**src/rtl/mtds_spi_arbiter.sv**
```systemverilog
// mtds_spi_arbiter: two-requester round-robin arbiter in front of a
// mode-0 SPI master. A requester owns SS from its first byte until a byte
// flagged 'last' completes; bytes are full duplex, and the received byte is
// returned to the owner only.
module mtds_spi_arbiter #(
    parameter int CLK_DIV  = 4,
    parameter int CS_SETUP = 2
) (
    input  logic       clk,
    input  logic       resetn,
    input  logic       req0_valid,
    input  logic [7:0] req0_data,
    input  logic       req0_last,
    output logic       req0_ready,
    input  logic       req1_valid,
    input  logic [7:0] req1_data,
    input  logic       req1_last,
    output logic       req1_ready,
    output logic       rsp0_valid,
    output logic [7:0] rsp0_data,
    output logic       rsp1_valid,
    output logic [7:0] rsp1_data,
    input  logic       mtds_rdy,
    output logic       ss_o,
    output logic       ss_t,
    output logic       sck_o,
    output logic       sck_t,
    output logic       io0_o,
    output logic       io0_t,
    output logic       io1_o,
    output logic       io1_t,
    input  logic       ss_i,
    input  logic       sck_i,
    input  logic       io0_i,
    input  logic       io1_i,
    output logic       busy,
    output logic       grant
);
    localparam int DW = (CLK_DIV > 1) ? $clog2(CLK_DIV) : 1;
    localparam int SW = (CS_SETUP > 1) ? $clog2(CS_SETUP) : 1;
    localparam logic [DW-1:0] DIV_LAST = DW'(CLK_DIV - 1);
    localparam logic [SW-1:0] CS_LAST  = SW'(CS_SETUP - 1);

    typedef enum logic [2:0] {IDLE, SETUP, SHIFT, HOLD, GAP} state_t;

    state_t        state;
    logic [DW-1:0] div_cnt;
    logic [2:0]    bit_cnt;
    logic [SW-1:0] cs_cnt;
    logic [7:0]    tx;
    logic [7:0]    rx;
    logic [7:0]    rsp_data;
    logic          last;
    logic          prio;       // requester that wins the next tie
    logic          pick;
    logic          own_valid;
    logic          own_last;
    logic [7:0]    own_data;

    // Only MISO is sampled; the other pad inputs are loop-back only.
    logic unused_pads;
    assign unused_pads = ss_i ^ sck_i ^ io0_i;

    assign ss_t      = 1'b0;
    assign sck_t     = 1'b0;
    assign io0_t     = 1'b0;
    assign io1_o     = 1'b0;
    assign io1_t     = 1'b1;
    assign io0_o     = tx[7];
    assign rsp0_data = rsp_data;
    assign rsp1_data = rsp_data;
    assign busy      = (state != IDLE);

    // Arbitration choice in IDLE and the current owner's request view.
    always_comb begin
        pick      = (req0_valid && req1_valid) ? prio : req1_valid;
        own_valid = grant ? req1_valid : req0_valid;
        own_last  = grant ? req1_last  : req0_last;
        own_data  = grant ? req1_data  : req0_data;
    end

    // Frame sequencer, SCK divider and shift registers.
    always_ff @(posedge clk) begin
        if (!resetn) begin
            state      <= IDLE;
            div_cnt    <= '0;
            bit_cnt    <= '0;
            cs_cnt     <= '0;
            tx         <= '0;
            rx         <= '0;
            rsp_data   <= '0;
            last       <= 1'b0;
            prio       <= 1'b0;
            grant      <= 1'b0;
            ss_o       <= 1'b1;
            sck_o      <= 1'b0;
            req0_ready <= 1'b0;
            req1_ready <= 1'b0;
            rsp0_valid <= 1'b0;
            rsp1_valid <= 1'b0;
        end else begin
            req0_ready <= 1'b0;
            req1_ready <= 1'b0;
            rsp0_valid <= 1'b0;
            rsp1_valid <= 1'b0;
            case (state)
                IDLE: begin
                    if (mtds_rdy && (req0_valid || req1_valid)) begin
                        grant      <= pick;
                        prio       <= ~pick;
                        req0_ready <= ~pick;
                        req1_ready <= pick;
                        tx         <= pick ? req1_data : req0_data;
                        last       <= pick ? req1_last : req0_last;
                        ss_o       <= 1'b0;
                        cs_cnt     <= CS_LAST;
                        state      <= SETUP;
                    end
                end
                SETUP: begin
                    if (cs_cnt == '0) begin
                        div_cnt <= '0;
                        bit_cnt <= '0;
                        state   <= SHIFT;
                    end else begin
                        cs_cnt <= cs_cnt - 1'b1;
                    end
                end
                SHIFT: begin
                    if (div_cnt == DIV_LAST) begin
                        div_cnt <= '0;
                        sck_o   <= ~sck_o;
                        if (!sck_o) begin
                            rx <= {rx[6:0], io1_i};
                        end else begin
                            tx      <= {tx[6:0], 1'b0};
                            bit_cnt <= bit_cnt + 3'd1;
                            if (bit_cnt == 3'd7) begin
                                rsp_data   <= rx;
                                rsp0_valid <= ~grant;
                                rsp1_valid <= grant;
                                if (last) begin
                                    ss_o   <= 1'b1;
                                    cs_cnt <= CS_LAST;
                                    state  <= GAP;
                                end else if (own_valid) begin
                                    // back-to-back byte: overrides the shift above
                                    tx         <= own_data;
                                    last       <= own_last;
                                    req0_ready <= ~grant;
                                    req1_ready <= grant;
                                end else begin
                                    state <= HOLD;
                                end
                            end
                        end
                    end else begin
                        div_cnt <= div_cnt + 1'b1;
                    end
                end
                HOLD: begin
                    if (own_valid) begin
                        tx         <= own_data;
                        last       <= own_last;
                        req0_ready <= ~grant;
                        req1_ready <= grant;
                        div_cnt    <= '0;
                        bit_cnt    <= '0;
                        state      <= SHIFT;
                    end
                end
                GAP: begin
                    if (cs_cnt == '0) state <= IDLE;
                    else              cs_cnt <= cs_cnt - 1'b1;
                end
                default: state <= IDLE;
            endcase
        end
    end
endmodule

```
**config.mk**
```make
export PLATFORM = sky130hd
export DESIGN_NAME = mtds_spi_arbiter
export DESIGN_NICKNAME = d
export VERILOG_FILES = /design/src/rtl/mtds_spi_arbiter.sv
export SDC_FILE = /design/constraint.sdc
export NUM_CORES = 1
export LEC_CHECK = 0
export CORE_MARGIN = 1.5
export CORE_UTILIZATION = 55
export DETAILED_ROUTE_END_ITERATION = 10
export DONT_BUFFER_PORTS = 1
export GPL_TIMING_DRIVEN = 0
export PLACE_DENSITY = 0.7
export SLEW_MARGIN = 20
export SYNTH_ARGS = -nofsm -noshare
export SYNTH_HDL_FRONTEND = slang
export SYNTH_SLANG_ARGS = --single-unit
```
**constraint.sdc**
```tcl
create_clock -name clk -period 1.9 [get_ports clk]
set_input_delay 0.19 -clock clk [delete_from_list [all_inputs] [get_ports clk]]
set_output_delay 0.19 -clock clk [all_outputs]
set_load 0.01 [all_outputs]
```
==> results.sh, run 1 <==
export IMPL_grt_pass1_wl_mm=8.02
export IMPL_port_buffers=0
export IMPL_whs_ps=70.2
export IMPL_final_setup_viol_count=0
export IMPL_p_leak_nw=0.950
export IMPL_crit_path_start_kind="flip-flop"
export IMPL_cp_arrival_ps=2000
export IMPL_p_per_area_mw_per_mm2=1160
export IMPL_routedWlPerCell_um=15.7
export IMPL_layout_drive_gt1_share_pct=21.1
export IMPL_dp_cells=315
export IMPL_ys_seq_area_share_pct=36.0
export IMPL_fmax_mhz=555
export IMPL_cap_violations=0
export IMPL_fp_row_count=23
export IMPL_end_kind="flip-flop"
export IMPL_r2r_start="grant$_SDFFE_PN0P_"
export IMPL_final_nets=304
export IMPL_dp_hpwl_mm=3.61
export IMPL_r2r_end="tx[2]$_SDFFE_PN0P_"
export IMPL_yosysTopAreaCell="dfxtp_1"
export IMPL_critPathRequiredTime_ps=2100
export IMPL_start_util_pct=58.0
export IMPL_synthCells=262
export IMPL_finalCriticalPeriod_ps=1800
export IMPL_hold_path_class="in -> reg"
export IMPL_cts_sinks=42
export IMPL_pin_count=57
export IMPL_drtAntennaViolNets=0
export IMPL_startpoint="grant$_SDFFE_PN0P_"
export IMPL_cts_root_buffer_cell="clkbuf_8"
export IMPL_tns_ps=0
export IMPL_yosysWarnings=0
export IMPL_grt_pass1_vias=1667
export IMPL_cts_max_path_buffers=2
export IMPL_r2r_cells=6
export IMPL_maxSlewViolCount=0
export IMPL_synthArstFlopShare_pct=0
export IMPL_synth_top_area_share_pct=36.0
export IMPL_area_growth_pct=9.00
export IMPL_dieArea_mm2=0.00465
export IMPL_drtPass1Iterations=5
export IMPL_ctsHoldBuffers=0
export IMPL_status="complete, no violations"
export IMPL_syn_area_mm2=0.00233
export IMPL_synthFlopType="dfxtp_1"
export IMPL_ys_ff_latch=42
export IMPL_cp_endpoint="tx[2]$_SDFFE_PN0P_"
export IMPL_drc_errors=0
export IMPL_synth_area_leaders="dfxtp_1, mux2i_1, buf_4, nor2b_1, nand2_1"
export IMPL_dieWidth_um=68.2
export IMPL_cts_reportedPaths_clkPinSlew_ps=80
export IMPL_antenna_found_initial=0
export IMPL_rsz0062_at_grt="false"
export IMPL_yosysMostFrequentCell="dfxtp_1"
export IMPL_grt_overflow=0
export IMPL_fillers=369
export IMPL_ir_worst_vdd_v=0.000691
export IMPL_criticalPathCategory="reg -> reg"
export IMPL_instances_no_fill=325
export IMPL_clk_latency_ps=310
export IMPL_synth_common_cells="dfxtp_1, nand2_1, mux2i_1, nor2b_1"
export IMPL_final_util_pct=63.2
export IMPL_grt_max_degree=16
export IMPL_final_hold_viol_count=0
export IMPL_cp_max_fo=10
export IMPL_worstMarginPinSlew_ps=705
export IMPL_dieHeight_um=68.2
export IMPL_synth_edf_count=0
export IMPL_p_total_mw=2.95
export IMPL_min_period_over_period_pct=94.9
export IMPL_diodes=0
export IMPL_wl_mm=5.09
export IMPL_regToRegSetupSlack_ps=100
export IMPL_maxSlewHeadroom_pct=52.7
export IMPL_coreArea_mm2=0.00403
export IMPL_synth_cell_types=52
export IMPL_via_per_inst=5.84
export IMPL_grt_total_usage_pct=23.5
export IMPL_cts_buffers=5
export IMPL_drtIter0Drc=136
export IMPL_htree_levels=2
export IMPL_skew_ps=8.62
export IMPL_syn_avg_cell_area_um2=8.91
export IMPL_num_vias=1898
export IMPL_place_congestion=0.876
export IMPL_tritoncts="yes"
## cells by family after synthesis
family,Yosys count,share of synthesized area (%)
other,2,0.322
buffers and inverters,37,9.32
AOI/OAI and AO/OA,60,20.3
muxes,25,11.5
adders and majority gates,3,1.61
and+or+nand+nor,92,20.6
xor gates and xnor gates,1,0.375
DFF,42,36.0
## through the flow
step,cell area (um^2),setup slack [ps]
2_1_floorplan,2350,231
3_3_place_gp,2410,75.1
3_5_place_dp,2410,59.2
4_1_cts,2500,33.3
5_1_grt,2540,9.99
6_report,2540,97.5
## registers in the layout, summed over array words and instances (netlist names), 2 cells and up
name       flops
bit_cnt        3
div_cnt        2
rsp0_data      8
rx             8
state          3
tx             8
## layer usage
layer / global-route usage, % / vias to the layer above / part of all wire (%)
li1: - / 937 / -
met1: 31.2 / 891 / 46
met2: 36.8 / 62 / 46
met3: 5.59 / 8 / 5.5
met4: 9.25 / 0 / 1.7
met5: 0 / - / 0
## worst min-delay path by stage
stage | to | startpoint | slack, ps | cells after the start
after floorplan | rx[0]$_SDFFE_PN0P_ | io1_i | 360 | 2
after global placement | rx[0]$_SDFFE_PN0P_ | io1_i | 360 | 2
after detailed placement | req0_ready$_SDFF_PN0_ | req0_valid | 380 | 2
after CTS | tx[0]$_SDFFE_PN0P_ | req0_data[0] | 70 | 2
after global routing | rx[0]$_SDFFE_PN0P_ | io1_i | 70 | 2
final | req0_ready$_SDFF_PN0_ | req0_valid | 70 | 2
## repair_timing
action | CTS | global route
endpoints found under the setup margin | 0 | 13
resized for setup | 0 | 7
buffers inserted | 0 | 2
## report_power, final
part	switching [mW]	internal (mW)
sequential	0.121	1.01
clock	0.342	0.263
combinational	0.708	0.511
## layout by cell type (no fill, tap or decap), types with 2 or more instances in the layout
cell type	count
dfxtp_1	42
nand2_1	26
mux2i_1	23
nor2b_1	19
buf_4	18
nor2_1	16
nand3_1	11
a31oi_1	9
o221a_2	7
clkbuf_1	6
a21oi_1	6
a211oi_1	6
nor3_1	5
o21ai_0	5
conb_1	5
clkbuf_8	5
buf_2	4
inv_1	4
o21ai_1	3
o21a_1	3
o211a_1	3
a21boi_0	3
ha_1	3
inv_2	2
nand2b_1	2
clkbuf_2	2
a211oi_2	2
a22o_1	2
and2_1	2
a32o_1	2
clkinvlp_4	2
## layout make-up
| type | count | area [um^2] | share of cell area [%] |
|---|---|---|---|
| inverters | 6 | 22.5 | 0.885 |
| clock buffers | 5 | 68.8 | 2.70 |
| clock inverters | 3 | 23.8 | 0.934 |
| flip-flops and latches | 42 | 841 | 33.0 |
| repair buffers | 2 | 27.5 | 1.08 |
| well taps | 50 | 62.6 | 2.46 |
| plain buffers | 31 | 199 | 7.82 |
| multi-input cells | 186 | 1300 | 51.1 |
## worst max-delay path, cell delays in order, from the launching register on
cell      delay [ps]
dfxtp_1          410
buf_6            170
mux2i_4          320
a211oi_2         120
or2_1            230
buf_4            180
o221a_2          270
Power figures use the tool's default switching activity.
==> run 2, diff against run 1 <==
--- a/config.mk
+++ b/config.mk
@@ -5,12 +5,12 @@
 export SDC_FILE = /design/constraint.sdc
 export NUM_CORES = 1
 export LEC_CHECK = 0
+export BUFFER_PORTS_ARGS = -buffer_cell sky130_fd_sc_hd__clkbuf_2
 export CORE_MARGIN = 1.5
-export CORE_UTILIZATION = 55
+export CORE_UTILIZATION = 53
 export DETAILED_ROUTE_END_ITERATION = 10
-export DONT_BUFFER_PORTS = 1
 export GPL_TIMING_DRIVEN = 0
-export PLACE_DENSITY = 0.7
+export PLACE_DENSITY = 0.79
 export SLEW_MARGIN = 20
 export SYNTH_ARGS = -nofsm -noshare
 export SYNTH_HDL_FRONTEND = slang
==> run 2 against run 1 <==
Compared with the run above: worst setup slack improved by 1.5 ps; combinational power rose by 6%; fmax barely moved; core utilization rose by 4.1 points; worst hold slack improved by 79 ps; clock power fell by 3%; clock skew barely moved; cell count rose by 14%; global-route usage fell by 0.88 points; first-iteration DRC count fell by 1.5%; sequential cell count did not move; non-clock buffer count rose by 45; critical endpoint is now tx[5]$_SDFFE_PN0P_.
==> results.sh, run 2 (synthesized netlist as in run 1, its figures left out) <==
export IMPL_crit_slowest_cell="dfxtp_1"
export IMPL_min_period_over_period_pct=94.8
export IMPL_cp_max_fo=10
export IMPL_skew_ps=8.77
export IMPL_cts_max_path_buffers=2
export IMPL_cts_root_buffer_cell="clkbuf_8"
export IMPL_area_growth_pct=18.6
export IMPL_final_hold_viol_count=0
export IMPL_grt_pass1_wl_mm=8.92
export IMPL_port_buffers=46
export IMPL_dp_hpwl_mm=3.89
export IMPL_drtPass1Iterations=4
export IMPL_rsz0062_at_grt="false"
export IMPL_dieHeight_um=69.4
export IMPL_cap_violations=0
export IMPL_place_congestion=0.870
export IMPL_hold_path_class="in -> reg"
export IMPL_final_common_cell="clkbuf_2"
export IMPL_coreArea_mm2=0.00412
export IMPL_dp_slack_ps=33.4
export IMPL_tritoncts="yes"
export IMPL_hold_start="io1_i"
export IMPL_p_leak_nw=1.14
export IMPL_cts_sinks=42
export IMPL_cp_arrival_ps=2040
export IMPL_grt_overflow=0
export IMPL_num_vias=2074
export IMPL_fp_row_count=23
export IMPL_layout_drive_gt1_share_pct=31.6
export IMPL_critPathRequiredTime_ps=2140
export IMPL_layout_common_cells="clkbuf_2, dfxtp_1, nand2_1"
export IMPL_tns_ps=0
export IMPL_drtIter0Drc=134
export IMPL_drtAntennaViolNets=0
export IMPL_cts_reportedPaths_clkPinSlew_ps=90
export IMPL_diodes=0
export IMPL_cts_buffers=5
export IMPL_via_per_inst=5.61
export IMPL_p_total_mw=2.99
export IMPL_slowest_delay_ps=370
export IMPL_final_nets=349
export IMPL_worstMarginPinSlew_ps=646
export IMPL_final_setup_viol_count=0
export IMPL_end_kind="flip-flop"
export IMPL_final_util_pct=67.3
export IMPL_path_cells="ha_1 -> ha_2 -> nand2b_1 -> o21bai_4 -> buf_6 -> nor2_1 -> a211oi_1 -> o221a_2"
export IMPL_dieWidth_um=69.4
export IMPL_fmax_mhz=555
export IMPL_maxSlewHeadroom_pct=56.7
export IMPL_ir_worst_vdd_v=0.000872
export IMPL_startpoint="bit_cnt[0]$_SDFFE_PN0P_"
export IMPL_grt_pass1_vias=1992
export IMPL_start_util_pct=56.7
export IMPL_finalCriticalPeriod_ps=1800
export IMPL_routedWlPerCell_um=14.1
export IMPL_grt_total_usage_pct=22.6
export IMPL_instances_no_fill=370
export IMPL_status="complete, no violations"
export IMPL_drc_errors=0
export IMPL_clk_latency_ps=300
export IMPL_antenna_found_initial=0
export IMPL_htree_levels=2
export IMPL_dp_cells=361
export IMPL_wl_mm=5.21
export IMPL_crit_path_start_kind="flip-flop"
export IMPL_r2r_start="bit_cnt[0]$_SDFFE_PN0P_"
export IMPL_finalWorstSetupSlack_ps=99.1
export IMPL_maxSlewViolCount=0
export IMPL_ctsHoldBuffers=0
export IMPL_p_per_area_mw_per_mm2=1080
export IMPL_dieArea_mm2=0.00481
export IMPL_regToRegSetupSlack_ps=100
export IMPL_grt_max_degree=16
export IMPL_fillers=347
export IMPL_criticalPathCategory="reg -> reg"
export IMPL_pin_count=57
## run 2: report_power, final
| part | leakage [nW] | internal [mW] | switching (mW) |
|---|---|---|---|
| clock | 0.0408 | 0.263 | 0.324 |
| combinational | 0.760 | 0.548 | 0.741 |
| sequential | 0.341 | 1.01 | 0.109 |
| total | 1.14 | 1.82 | 1.17 |
## run 2: final cells by class
cell class	count	area, um^2	area share (%)
clock inverters	3	23.8	0.858
clock buffers	5	68.8	2.48
plain buffers	31	201	7.27
inverters	6	22.5	0.813
repair buffers	47	250	9.03
flip-flops and latches	42	841	30.4
well taps	50	62.6	2.26
multi-input cells	186	1300	46.9
## run 2: through the flow
| step | instance area [um^2] | hold WS [ps] |
|---|---|---|
| global placement | 2640 | 454 |
| floorplan | 2350 | 359 |
| detailed placement | 2640 | 462 |
| CTS | 2750 | 142 |
| finish | 2770 | 149 |
| global route | 2770 | 155 |
## run 2: worst max-delay path: cells and delay by family, from the launching register on
family / cells / cell delay [ps]
buffers and inverters: 1 / 170
AO/OA/AOI/OAI: 3 / 680
AND/OR/NAND/NOR: 2 / 150
adder cells (fa/ha/maj): 2 / 370
flip-flops: 1 / 370
## run 2: metal layers
layer / track usage (%) / share of wire (%) / up-vias
met3: 5.67 / 7.1 / 9
met4: 7.19 / 1.1 / 0
met2: 37.7 / 48 / 82
li1: - / - / 1036
met5: 0 / 0 / -
met1: 28.6 / 44 / 947
## run 2: final timing paths
check | to | cells after the start
max | tx[5]$_SDFFE_PN0P_ | 8
min | rx[0]$_SDFFE_PN0P_ | 3
max reg2reg | tx[5]$_SDFFE_PN0P_ | 8
min reg2reg | bit_cnt[1]$_SDFFE_PN0P_ | 2
## run 2: what timing repair did
| action | CTS | global route |
|---|---|---|
| setup buffers | 1 | 0 |
| setup endpoints to repair | 2 | 20 |
| gates resized for setup | 0 | 5 |
| endpoints found under the hold margin | 0 | 0 |
